===== config.mk =====
export PLATFORM = sky130hd
export DESIGN_NAME = multicycle_control_unit
export DESIGN_NICKNAME = d
export VERILOG_FILES = /design/src/rtl/multicycle_control_unit.sv
export SDC_FILE = /design/constraint.sdc
export NUM_CORES = 1
export LEC_CHECK = 0
export ABC_AREA = 1
export CELL_PAD_IN_SITES_DETAIL_PLACEMENT = 1
export CELL_PAD_IN_SITES_GLOBAL_PLACEMENT = 1
export CORE_ASPECT_RATIO = 0.9
export CORE_MARGIN = 8
export CORE_UTILIZATION = 37
export CTS_CLUSTER_DIAMETER = 150
export DETAILED_ROUTE_END_ITERATION = 10
export PLACE_DENSITY_LB_ADDON = 0.05
export REMOVE_ABC_BUFFERS = 1
export SLEW_MARGIN = 30
export SYNTH_ARGS = -nofsm -noshare
export SYNTH_HDL_FRONTEND = slang
export SYNTH_SLANG_ARGS = --single-unit

===== constraint.sdc =====
create_clock -name clk -period 3.6 [get_ports clk]
set_input_delay 1.08 -clock clk [delete_from_list [all_inputs] [get_ports clk]]
set_output_delay 1.08 -clock clk [all_outputs]
set_load 0.01 [all_outputs]

===== src/rtl/multicycle_control_unit.sv =====
`default_nettype none
// ============================================================================
// Module      : multicycle_control_unit
// Description : Moore-FSM control unit for the multicycle MIPS datapath.
//               Sequences FETCH/DECODE/EXECUTE/MEM/WB, stalls on memory
//               wait, flags illegal opcodes and counts retired instructions.
// Revision    : 1.0 - initial release
// ============================================================================
module multicycle_control_unit #(
    parameter int OpCode_WIDTH     = 6,
    parameter int Funct_Width      = 6,
    parameter int ALUControl_WIDTH = 3,
    parameter int ALUOp_WIDTH      = 2,
    parameter bit ENABLE_BNE       = 1'b1,
    parameter int CNT_WIDTH        = 32
) (
    input  logic                        clk,
    input  logic                        rst_n,
    input  logic [OpCode_WIDTH-1:0]     OpCode,
    input  logic [Funct_Width-1:0]      Funct,
    input  logic                        Zero_flag,
    input  logic                        Mem_Ready,
    output logic                        IorD,
    output logic                        IRWrite,
    output logic                        MemWrite,
    output logic                        MemtoReg,
    output logic                        RegDst,
    output logic                        RegWrite,
    output logic                        ALUSrcA,
    output logic [1:0]                  ALUSrcB,
    output logic [ALUControl_WIDTH-1:0] ALUControl,
    output logic [1:0]                  PCSrc,
    output logic                        PCEn,
    output logic                        Illegal_op,
    output logic [CNT_WIDTH-1:0]        Instr_Retired
);

    // Opcode / funct encodings
    localparam logic [OpCode_WIDTH-1:0] OP_RTYPE = OpCode_WIDTH'(6'b000000);
    localparam logic [OpCode_WIDTH-1:0] OP_LW    = OpCode_WIDTH'(6'b100011);
    localparam logic [OpCode_WIDTH-1:0] OP_SW    = OpCode_WIDTH'(6'b101011);
    localparam logic [OpCode_WIDTH-1:0] OP_ADDI  = OpCode_WIDTH'(6'b001000);
    localparam logic [OpCode_WIDTH-1:0] OP_BEQ   = OpCode_WIDTH'(6'b000100);
    localparam logic [OpCode_WIDTH-1:0] OP_BNE   = OpCode_WIDTH'(6'b000101);
    localparam logic [OpCode_WIDTH-1:0] OP_J     = OpCode_WIDTH'(6'b000010);

    localparam logic [Funct_Width-1:0] FN_ADD = Funct_Width'(6'b100000);
    localparam logic [Funct_Width-1:0] FN_SUB = Funct_Width'(6'b100010);
    localparam logic [Funct_Width-1:0] FN_SLT = Funct_Width'(6'b101010);
    localparam logic [Funct_Width-1:0] FN_MUL = Funct_Width'(6'b011100);

    localparam logic [ALUControl_WIDTH-1:0] ALU_ADD = ALUControl_WIDTH'(3'b010);
    localparam logic [ALUControl_WIDTH-1:0] ALU_SUB = ALUControl_WIDTH'(3'b100);
    localparam logic [ALUControl_WIDTH-1:0] ALU_SLT = ALUControl_WIDTH'(3'b110);
    localparam logic [ALUControl_WIDTH-1:0] ALU_MUL = ALUControl_WIDTH'(3'b101);

    localparam logic [ALUOp_WIDTH-1:0] ALUOP_ADD   = ALUOp_WIDTH'(2'b00);
    localparam logic [ALUOp_WIDTH-1:0] ALUOP_SUB   = ALUOp_WIDTH'(2'b01);
    localparam logic [ALUOp_WIDTH-1:0] ALUOP_FUNCT = ALUOp_WIDTH'(2'b10);

    typedef enum logic [3:0] {
        S_FETCH   = 4'd0,
        S_DECODE  = 4'd1,
        S_MEMADR  = 4'd2,
        S_MEMRD   = 4'd3,
        S_MEMWB   = 4'd4,
        S_MEMWR   = 4'd5,
        S_EXECUTE = 4'd6,
        S_ALUWB   = 4'd7,
        S_ADDIEX  = 4'd8,
        S_ADDIWB  = 4'd9,
        S_BRANCH  = 4'd10,
        S_JUMP    = 4'd11
    } state_t;

    state_t                 state_q;
    state_t                 state_d;
    logic [CNT_WIDTH-1:0]   retired_q;
    logic [ALUOp_WIDTH-1:0] alu_op;
    logic                   is_bne;
    logic                   retire;

    // bne only exists as an instruction when the build enables it
    assign is_bne = ENABLE_BNE && (OpCode == OP_BNE);

    // State register; reset forces FETCH immediately so no strobe survives it
    always_ff @(posedge clk or negedge rst_n) begin
        if (!rst_n) begin
            state_q <= S_FETCH;
        end else begin
            state_q <= state_d;
        end
    end

    // Next-state selection from current state, opcode and memory handshake
    always_comb begin
        state_d = S_FETCH;
        case (state_q)
            S_FETCH:   state_d = Mem_Ready ? S_DECODE : S_FETCH;
            S_DECODE: begin
                if ((OpCode == OP_LW) || (OpCode == OP_SW)) begin
                    state_d = S_MEMADR;
                end else if (OpCode == OP_RTYPE) begin
                    state_d = S_EXECUTE;
                end else if (OpCode == OP_ADDI) begin
                    state_d = S_ADDIEX;
                end else if ((OpCode == OP_BEQ) || is_bne) begin
                    state_d = S_BRANCH;
                end else if (OpCode == OP_J) begin
                    state_d = S_JUMP;
                end else begin
                    state_d = S_FETCH;
                end
            end
            S_MEMADR:  state_d = (OpCode == OP_LW) ? S_MEMRD : S_MEMWR;
            S_MEMRD:   state_d = Mem_Ready ? S_MEMWB : S_MEMRD;
            S_MEMWB:   state_d = S_FETCH;
            S_MEMWR:   state_d = Mem_Ready ? S_FETCH : S_MEMWR;
            S_EXECUTE: state_d = S_ALUWB;
            S_ALUWB:   state_d = S_FETCH;
            S_ADDIEX:  state_d = S_ADDIWB;
            S_ADDIWB:  state_d = S_FETCH;
            S_BRANCH:  state_d = S_FETCH;
            S_JUMP:    state_d = S_FETCH;
            default:   state_d = S_FETCH;
        endcase
    end

    // Moore output decode; Mem_Ready/Zero_flag/OpCode qualify a few strobes
    always_comb begin
        IorD       = 1'b0;
        IRWrite    = 1'b0;
        MemWrite   = 1'b0;
        MemtoReg   = 1'b0;
        RegDst     = 1'b0;
        RegWrite   = 1'b0;
        ALUSrcA    = 1'b0;
        ALUSrcB    = 2'b00;
        PCSrc      = 2'b00;
        PCEn       = 1'b0;
        Illegal_op = 1'b0;
        alu_op     = ALUOP_ADD;
        case (state_q)
            S_FETCH: begin
                ALUSrcB = 2'b01;
                IRWrite = Mem_Ready;
                PCEn    = Mem_Ready;
            end
            S_DECODE: begin
                ALUSrcB    = 2'b11;
                Illegal_op = !((OpCode == OP_LW) || (OpCode == OP_SW) ||
                               (OpCode == OP_RTYPE) || (OpCode == OP_ADDI) ||
                               (OpCode == OP_BEQ) || is_bne || (OpCode == OP_J));
            end
            S_MEMADR: begin
                ALUSrcA = 1'b1;
                ALUSrcB = 2'b10;
            end
            S_MEMRD: begin
                IorD = 1'b1;
            end
            S_MEMWB: begin
                MemtoReg = 1'b1;
                RegWrite = 1'b1;
            end
            S_MEMWR: begin
                IorD     = 1'b1;
                MemWrite = 1'b1;
            end
            S_EXECUTE: begin
                ALUSrcA = 1'b1;
                alu_op  = ALUOP_FUNCT;
            end
            S_ALUWB: begin
                RegDst   = 1'b1;
                RegWrite = 1'b1;
            end
            S_ADDIEX: begin
                ALUSrcA = 1'b1;
                ALUSrcB = 2'b10;
            end
            S_ADDIWB: begin
                RegWrite = 1'b1;
            end
            S_BRANCH: begin
                ALUSrcA = 1'b1;
                alu_op  = ALUOP_SUB;
                PCSrc   = 2'b01;
                PCEn    = ((OpCode == OP_BEQ) && Zero_flag) || (is_bne && !Zero_flag);
            end
            S_JUMP: begin
                PCSrc = 2'b10;
                PCEn  = 1'b1;
            end
            default: begin
                ALUSrcB = 2'b00;
            end
        endcase
    end

    // ALU decoder: main-decoder code plus funct field to ALU operation
    always_comb begin
        ALUControl = ALU_ADD;
        if (alu_op == ALUOP_SUB) begin
            ALUControl = ALU_SUB;
        end else if (alu_op == ALUOP_FUNCT) begin
            case (Funct)
                FN_ADD:  ALUControl = ALU_ADD;
                FN_SUB:  ALUControl = ALU_SUB;
                FN_SLT:  ALUControl = ALU_SLT;
                FN_MUL:  ALUControl = ALU_MUL;
                default: ALUControl = ALU_ADD;
            endcase
        end
    end

    // An instruction retires on the final-state exit back to FETCH
    assign retire = (state_q == S_MEMWB)  || (state_q == S_ALUWB) ||
                    (state_q == S_ADDIWB) || (state_q == S_BRANCH) ||
                    (state_q == S_JUMP)   || ((state_q == S_MEMWR) && Mem_Ready);

    // Retired-instruction counter, wraps naturally at its width
    always_ff @(posedge clk or negedge rst_n) begin
        if (!rst_n) begin
            retired_q <= '0;
        end else if (retire) begin
            retired_q <= retired_q + CNT_WIDTH'(1);
        end
    end

    assign Instr_Retired = retired_q;

endmodule
`default_nettype wire


Word level (Yosys, flattened, before mapping)
Cells that the tools add are included.
{"block": "classes", "n_reduce_logical": 24, "shift": 0, "eq_ne": 22, "order_cmp": 0, "div_mod_pow": 0, "mul": 0, "addsub": 1, "n_mux": 25, "bitwise_logic": 0}
{"cell": "32-bit by 1-bit adder with 32-bit output (second input constant)", "n": 1}
{"cell": "4-bit one-hot mux with 7 select lines", "n": 1}
{"cell": "6-bit equality test (second input constant)", "n": 4}
{"cell": "4-bit 2-to-1 mux", "n": 5}
{"cell": "4-bit by 3-bit equality test with 1-bit output (second input constant)", "n": 4}
{"cell": "4-bit equality test (second input constant)", "n": 4}
{"cell": "3-bit 2-to-1 mux", "n": 5}
{"cell": "1-bit logical OR", "n": 13}
{"cell": "6-bit by 3-bit equality test with 1-bit output (second input constant)", "n": 2}
{"cell": "1-bit 2-to-1 mux", "n": 9}
{"cell": "3-bit one-hot mux with 3 select lines", "n": 1}
{"cell": "4-bit by 2-bit equality test with 1-bit output (second input constant)", "n": 2}
{"cell": "2-bit one-hot mux with 2 select lines", "n": 2}
{"cell": "6-bit by 2-bit equality test with 1-bit output (second input constant)", "n": 1}
{"cell": "6-bit by 4-bit equality test with 1-bit output (second input constant)", "n": 1}
{"cell": "6-bit by 5-bit equality test with 1-bit output (second input constant)", "n": 1}
{"cell": "6-bit zero test", "n": 1}
{"cell": "2-bit one-hot mux with 3 select lines", "n": 1}
{"cell": "4-bit by 1-bit equality test with 1-bit output (second input constant)", "n": 1}
{"cell": "4-bit zero test", "n": 1}
{"cell": "2-bit OR reduction", "n": 2}
{"cell": "4-bit OR reduction", "n": 1}
{"cell": "1-bit logical AND", "n": 3}
{"cell": "1-bit one-hot mux with 3 select lines", "n": 1}
{"cell": "4 further kinds", "n": 5}
{"block": "word_totals", "latchBits": 0, "romBits": 0, "ramBits": 0, "regBits": 36, "word_cells": 74, "input_bits": 16, "output_inout_bits": 48, "mem_count": 0}

Longest topological paths before layout
Gate-level depths: netlist of the first run.
{"block": "logic_depth", "depth_word": 9, "mapped_depth": 11, "depth_no_buf": 10}

Worst setup path before layout of the first run
OpenSTA, ideal clock, no wires.
{"block": "synth_path", "kind": "input port to output port", "startpoint": "input Funct[0]", "endpoint": "output ALUControl[1]", "setup_slack_ps": 808, "path_stages": 4, "path_buffers": 0, "t_arrival_ps": 1712, "cell_sequence": "nor4_1 > nand2_1 > nand3_1 > nand2_1"}
{"block": "synth_between", "elab_chain_len": 4, "word_cells_on_any_way": 6, "classes_between": "eq/ne (3); mux (3)"}
{"item": "start: declaration", "line": "20", "text": "input logic [Funct_Width-1:0] Funct,"}
{"item": "6-bit by 5-bit equality test with 1-bit output or 6-bit equality test (tied branches)", "line": "207", "text": "case (Funct)"}
{"item": "3-bit one-hot mux with 3 select lines (*)", "line": "207"}
{"item": "3-bit 2-to-1 mux (*)", "line": "206", "text": "end else if (alu_op == ALUOP_FUNCT) begin"}
{"item": "3-bit 2-to-1 mux (*)", "line": "204", "text": "if (alu_op == ALUOP_SUB) begin"}
{"item": "end: declaration", "line": "31", "text": "output logic [ALUControl_WIDTH-1:0] ALUControl,"}
Mark *: on every way between the ends. The rest lies on a longest branch, timed or not.

Worst setup path in the final report of the first run
{"block": "layout_path", "startpoint": "input OpCode[3]", "endpoint": "output Illegal_op"}
{"block": "layout_between", "elab_chain_len": 9, "word_cells_on_any_way": 15, "classes_between": "eq/ne (6); mux (1); reduce/logical (8)"}
{"item": "start: declaration", "line": "19", "text": "input logic [OpCode_WIDTH-1:0] OpCode,"}
{"item": "6-bit equality test", "line": "151", "text": "Illegal_op = !((OpCode == OP_LW) || (OpCode == OP_SW) ||"}
{"item": "1-bit logical OR (2 in a row)", "line": "151"}
{"item": "1-bit logical OR (2 in a row)", "line": "152", "text": "(OpCode == OP_RTYPE) || (OpCode == OP_ADDI) ||"}
{"item": "1-bit logical OR", "line": "153", "text": "(OpCode == OP_BEQ) || is_bne || (OpCode == OP_J));"}
{"item": "1-bit logical OR (*)", "line": "153"}
{"item": "1-bit zero test (*)", "line": "151"}
{"item": "1-bit 2-to-1 mux (*)", "line": "143", "text": "case (state_q)"}
{"item": "end: declaration", "line": "34", "text": "output logic Illegal_op,"}
Marks and branches as above.

==> results of run 1 <==
-- power groups by stage --
stage | sequential [mW] | combinational [mW] | clock, mW
global placement | 0.482 | 0.387 | 0
detailed placement | 0.485 | 0.395 | 0
global route | 0.482 | 0.424 | 0.349
finish | 0.476 | 0.381 | 0.325
CTS | 0.477 | 0.390 | 0.335
floorplan | 0.483 | 0.196 | 0
-- final cells by class --
| type | instances | share of cell area (%) |
|---|---|---|
| timing repair buffer | 69 | 19.0 |
| clock buffer | 7 | 2.75 |
| multi-input combinational | 332 | 43.4 |
| inverter | 54 | 5.78 |
| sequential | 36 | 25.7 |
| tap | 93 | 3.32 |
-- repair_timing --
action / CTS / global route
setup endpoints to repair: 4 / 1
resized for setup: 8 / 1
cloned: 0 / 0
pin swaps: 0 / 0
-- per-stage QoR --
stage | setup TNS (ps) | cell area (um2) | hold WS (ps) | setup WS [ps]
2_1_floorplan | 0 | 2600 | 552 | 808
3_3_place_gp | -345 | 3390 | 511 | -118
3_5_place_dp | -578 | 3390 | 519 | -219
4_1_cts | 0 | 3500 | 543 | 85.3
5_1_grt | 0 | 3510 | 583 | 45.2
6_report | 0 | 3510 | 534 | 114
-- critical path, delay by kind of cell --
family        cells  cell delay, ps
buf+inv           2             730
simple gates      4             590
-- state kept, by name, indices dropped and copies added (netlist names) --
signal,cells
Instr_Retired,32
state_q,4
-- kinds of logic (layout without fill, tap and decap cells) --
logic type / Yosys count / in the layout / synth area share (%)
simple gates: 301 / 301 / 48.6
buf+inv: 60 / 130 / 9.52
flops: 36 / 36 / 33.9
compound gates: 19 / 19 / 3.82
xor+xnor: 11 / 11 / 3.63
fa+ha+maj: 1 / 1 / 0.471
-- worst max path at each step --
stage | start | slack, ps | endpoint | cells past startpoint
finish | OpCode[3] | 110 | Illegal_op | 6
global route | OpCode[3] | 50 | Illegal_op | 6
detailed placement | Funct[1] | -220 | ALUControl[1] | 6
CTS | Funct[2] | 90 | ALUControl[1] | 7
floorplan | Funct[0] | 810 | ALUControl[1] | 4
global placement | Funct[1] | -120 | ALUControl[1] | 6
-- routing by layer --
layer	global-route usage (%)	part of all wire (%)	vias to the layer above
met4	2.97	0.34	0
met1	22.5	49	1346
li1	-	-	1462
met2	30.4	47	47
met3	4.42	4.2	3
met5	0	0	-
-- cell usage in the layout (no fill, tap or decap), drive strengths merged --
| cell | n |
|---|---|
| o221ai | 1 |
| nand4 | 9 |
| nand2 | 177 |
| buf | 7 |
| o211ai | 1 |
| nor3 | 3 |
| nor4 | 1 |
| clkbuf | 7 |
| nor2 | 71 |
| clkdlybuf4s50 | 57 |
| o21ai | 16 |
| nor3b | 1 |
| xor2 | 10 |
| or2 | 1 |
| inv | 54 |
| ha | 1 |
| dfrtp | 36 |
| nand3 | 35 |
| a21oi | 1 |
| xnor2 | 1 |
| dlygate4sd2 | 5 |
| nand3b | 3 |
==> metrics, run 1 <==
Setup CP Type input pin to output port; Synth Instances 428; sw power 0.421 mW; sequential area share after synthesis 33.9%; area of the core 7000 um2; Final HPWL DP 6.73 mm; Hold Vio Cnt, Final 0; chip height 96.3 um; Core Rows 29; Crit path largest cell delay 450 ps; Util after Layout 50.1%; Initial Util 37.9%; register area 901 um2; maximum clock frequency 287 MHz; vias in the first global route 3,033; CTS buffer count 5; cell area power density 337 nW/um2; Combinational Power Share 32.3%; DR pass1 iterations 4; Seq pwr share 40.3%; Cell variety after synth 28; Longest Clk Path Bufs 2; root buf cell clkbuf_8; clock-pin slew on the worst setup and hold paths 70 ps; Worst-Skew Late Latency 300 ps; reg-to-reg startpoint Instr_Retired[0]; peak supply drop 0.199 mV; clock share of power 27.5%; Total Routed Length 8.56 mm; share of cells above drive strength 1 8.03%; LEAKAGE 1.62 nW; CP max stage cell clkdlybuf4s50_1; final setup vio count 0; Slew @ Worst Pin 565 ps; hold crit path type flip-flop to flip-flop; Ports 64; 1st-iter DRT viols 125; Sink Count 36; R2R depth 8; # hold bufs at CTS 0; largest net degree at the start of global routing 41; largest area contributor in the netlist dfrtp_1; first-pass GRT wire length 14.7 mm; dpl cells 584; status finished, final reports clean; switching share of power 35.6%; Placer Congestion 0.848; Post-Layout Cell Count 591; Syn. warnings 0; critical path arrival 2410 ps; largest cells by area after synthesis dfrtp_1 34%, nand2_1 24%, nor2_1 8.3%, inv_1 7.1%, nand3_1 6.2%; max_cap viols 0; hold path cells 2; Die X 105 um; gr usage total 17.8%; area share of the largest cell type after synthesis 33.9%; Setup crit start kind input pin; EDFF count, synth 0; internal power 0.761 mW; P&R area growth vs syn 32.1%; multi-input logic area 1520 um2; drt drc 0; clock tree from TritonCTS yes; Final period util 96.8%; Worst path most repeated cell nor2_1; critical-path cell list clkdlybuf4s50_1, nor2_1, nand4_1, nand3_1, nor2_1, dlygate4sd2_1; Via Count 2,858; critical register-to-register path endpoint Instr_Retired[20]; fraction of registers with async set/reset 100%; CTS HTree Levels 2; average instance area after synthesis 6.20 um2; Slew HR 62.2%; worst-path fanout max 3; min-delay src Instr_Retired[31]; skew final 8.38 ps; full die area 10,100 um2; diodes inserted 0; main flop type after synthesis dfrtp_1; global route overflow 0; initial antenna violation count 0; fin nets 515; Fill cells 956; most common cell in the netlist nand2_1; RSZ-0062 raised after global routing false; mapped cell area 2650 um2; via/cell ratio 4.84; hold endpoint Instr_Retired[31]; crit path time final 3490 ps; IO buf count 63; Reg2Reg Setup Slack 1870 ps; Pwr Total 1.18 mW; Post-synth top cells 173 x nand2_1, 59 x nor2_1, 50 x inv_1; Worst EP required 2520 ps; Slew Viols, Final 0; flops & latches, synth 36; Post-CTS Setup Bufs 0; drt wl/cell 14.5 um; Post-DRT Antenna Nets 0; crit end category output port
Note: power is estimated with default switching activity, not from simulation.
==> run 2: changes to the inputs <==
SETUP_SLACK_MARGIN = 0.5   (was unset)
clock period = 4.33 ns   (was 3.6 ns; I/O delays follow)
==> metrics, run 2 (same netlist as run 1, synthesis figures left out) <==
chip height 96.3 um (unchanged); CTS buffer count 5 (unchanged); Combinational Power Share 33.2% (was 32.3%); fin nets 526 (was 515); sw power 0.352 mW (was 0.421 mW); Setup CP Type input pin to flip-flop (was input pin to output port); maximum clock frequency 263 MHz; reg-to-reg startpoint Instr_Retired[0] (unchanged); # hold bufs at CTS 0 (unchanged); P&R area growth vs syn 35.9% (was 32.1%); worst-path fanout max 4 (was 3); status finished, final reports clean (unchanged); Hold Vio Cnt, Final 0 (unchanged); Worst-Skew Late Latency 290 ps (was 300 ps); top routing layer used met4 (unchanged); Initial Util 37.9% (unchanged); RSZ-0062 raised after global routing true (was false); root buf cell clkbuf_8 (unchanged); Crit path max-delay family buffers and inverters (unchanged); final setup vio count 0 (unchanged); Reg2Reg Setup Slack 2590 ps (was 1870 ps); R2R depth 8 (unchanged); largest net degree at the start of global routing 41 (unchanged); Final period util 87.7%; switching share of power 36.2% (was 35.6%); Core Rows 29 (unchanged); max_cap viols 0 (unchanged); drt drc 0 (unchanged); hold crit path type flip-flop to flip-flop (unchanged); Setup crit start kind input pin (unchanged); post-route cell area 3610 um2 (was 3510 um2); DR pass1 iterations 4 (unchanged); via/cell ratio 4.87 (was 4.84); max reg flops 32 (unchanged); most frequent cells in the layout 171 x nand2_1, 57 x nor2_1, 49 x clkdlybuf4s50_1, 48 x inv_1, 36 x dfrtp_1 (was 173 x nand2_1, 58 x nor2_1, 57 x clkdlybuf4s50_1, 50 x inv_1, 36 x dfrtp_1); Via Count 2,934 (was 2,858); metal2 WL 4.17 mm (was 4.01 mm); commonest non-fill, non-tap cell in the layout nand2_1 (unchanged); Die X 105 um (unchanged); crit path time final 3800 ps; Total Routed Length 8.87 mm (was 8.56 mm); share of cells above drive strength 1 12.2% (was 8.03%); Slew Viols, Final 0 (unchanged); area of the core 7000 um2 (unchanged); Placement Cell Area 3350 um2 (was 3390 um2); diodes inserted 0 (unchanged); clock tree from TritonCTS yes (unchanged); Final HPWL DP 6.58 mm (was 6.73 mm); critical path arrival 4020 ps (was 2410 ps); initial antenna violation count 0 (unchanged); gr usage total 18.4% (was 17.8%); global route overflow 0 (unchanged); internal power 0.621 mW (was 0.761 mW); Met1 Routed Length 4.30 mm (was 4.16 mm); clock-pin slew on the worst setup and hold paths 70 ps (about the same); hold path cells 2 (unchanged); clock share of power 26.1% (was 27.5%); critical register-to-register path endpoint Instr_Retired[20] (unchanged); TNS Setup 0 ps (unchanged); peak supply drop 0.112 mV (was 0.199 mV); min-delay src Instr_Retired[31] (unchanged); Slew HR 60.4% (was 62.2%); Sink Count 36 (unchanged); Seq pwr share 40.7% (was 40.3%); LEAKAGE 1.70 nW (was 1.62 nW); CTS HTree Levels 2 (unchanged); Placer Congestion 0.858 (was 0.848); Post-DRT Antenna Nets 0 (unchanged); met3 wire len 322 um (was 359 um); drt wl/cell 14.7 um (was 14.5 um); full die area 10,100 um2 (unchanged); skew final 7.32 ps (was 8.38 ps); first-pass GRT wire length 15.3 mm (was 14.7 mm); critical-path cell list clkdlybuf4s50_1, nor2_4, nand2_2, buf_4, buf_4, buf_4, buf_4, buf_4, buf_4, buf_4, buf_4, buf_4, buf_4, buf_4, buf_4, buf_4, buf_4, buf_4, nand4_1, nand2_1, nand2_1 (was clkdlybuf4s50_1, nor2_1, nand4_1, nand3_1, nor2_1, dlygate4sd2_1); cell area power density 270 nW/um2 (was 337 nW/um2); crit end category flip-flop (was output port); IO buf count 63 (unchanged); Crit path largest cell delay 460 ps (was 450 ps); CP max stage cell clkdlybuf4s50_1 (unchanged); 1st-iter DRT viols 79 (was 125); Longest Clk Path Bufs 2 (unchanged); dpl cells 578 (was 584); Buffers & Inverters on Critical Path 16 (was 2); Post-Layout Cell Count 603 (was 591); Worst EP required 4560 ps (was 2520 ps); Slew @ Worst Pin 593 ps (was 565 ps); hold endpoint Instr_Retired[31] (unchanged); Ports 64 (unchanged); Worst path most repeated cell buf_4 (was nor2_1); vias in the first global route 3,114 (was 3,033)
-- run 2: cell count changes in the layout (fill, tap and decap cells not counted), sizes merged --
cell,before,now
clkdlybuf4s15,0,1
dlymetal6s2s,0,4
buf,7,19
clkdlybuf4s50,57,49
clkbuf,7,10
-- run 2: per-layer routing --
layer  global-route usage (%)  up-vias
li1                         -     1484
met1                     23.5     1394
met2                     31.7       49
met3                     3.55        7
met4                     4.03        0
met5                        0        -
-- run 2: worst max path at each step --
stage / from / end / slack [ps] / cells past startpoint
global placement: Funct[1] / ALUControl[1] / 180 / 6
detailed placement: Funct[1] / ALUControl[2] / 90 / 6
CTS: Funct[4] / ALUControl[2] / 410 / 7
floorplan: Funct[0] / ALUControl[1] / 1100 / 4
finish: OpCode[4] / state_q[1] / 530 / 21
global route: OpCode[4] / state_q[1] / 470 / 21
-- run 2: what timing repair did --
action / CTS / global route
setup buffers: 16 / 1
resized for setup: 24 / 11
pin swaps: 5 / 5
endpoints found under the setup margin: 6 / 6
-- run 2: layout make-up --
cell class              instances  area [um2]
inverters                      54         203
repair buffers                 80         746
well taps                      93         116
fillers                       933        3400
multi-input cells             332        1550
flip-flops and latches         36         901
clock buffers                   8        90.1
-- run 2: worst min-delay path: cells and delay by family (launching register included) --
kind | cells | cell delay, ps
DFF | 1 | 380
and+or+nand+nor | 2 | 120
-- run 2: power groups by stage --
stage,sequential [mW],combinational (mW),clock (mW)
CTS,0.396,0.327,0.262
global placement,0.401,0.319,0
finish,0.396,0.323,0.254
global route,0.401,0.361,0.274
detailed placement,0.403,0.324,0
floorplan,0.402,0.163,0
-- run 2: through the flow --
step | worst slack [ps] | total power [mW] | util, % | hold slack (ps)
floorplan | 1100 | 0.565 | - | 552
global placement | 175 | 0.720 | 47.8 | 518
detailed placement | 90.0 | 0.727 | 47.8 | 523
CTS | 412 | 0.985 | 51.2 | 540
global route | 472 | 1.04 | 51.5 | 560
finish | 534 | 0.973 | 51.5 | 533
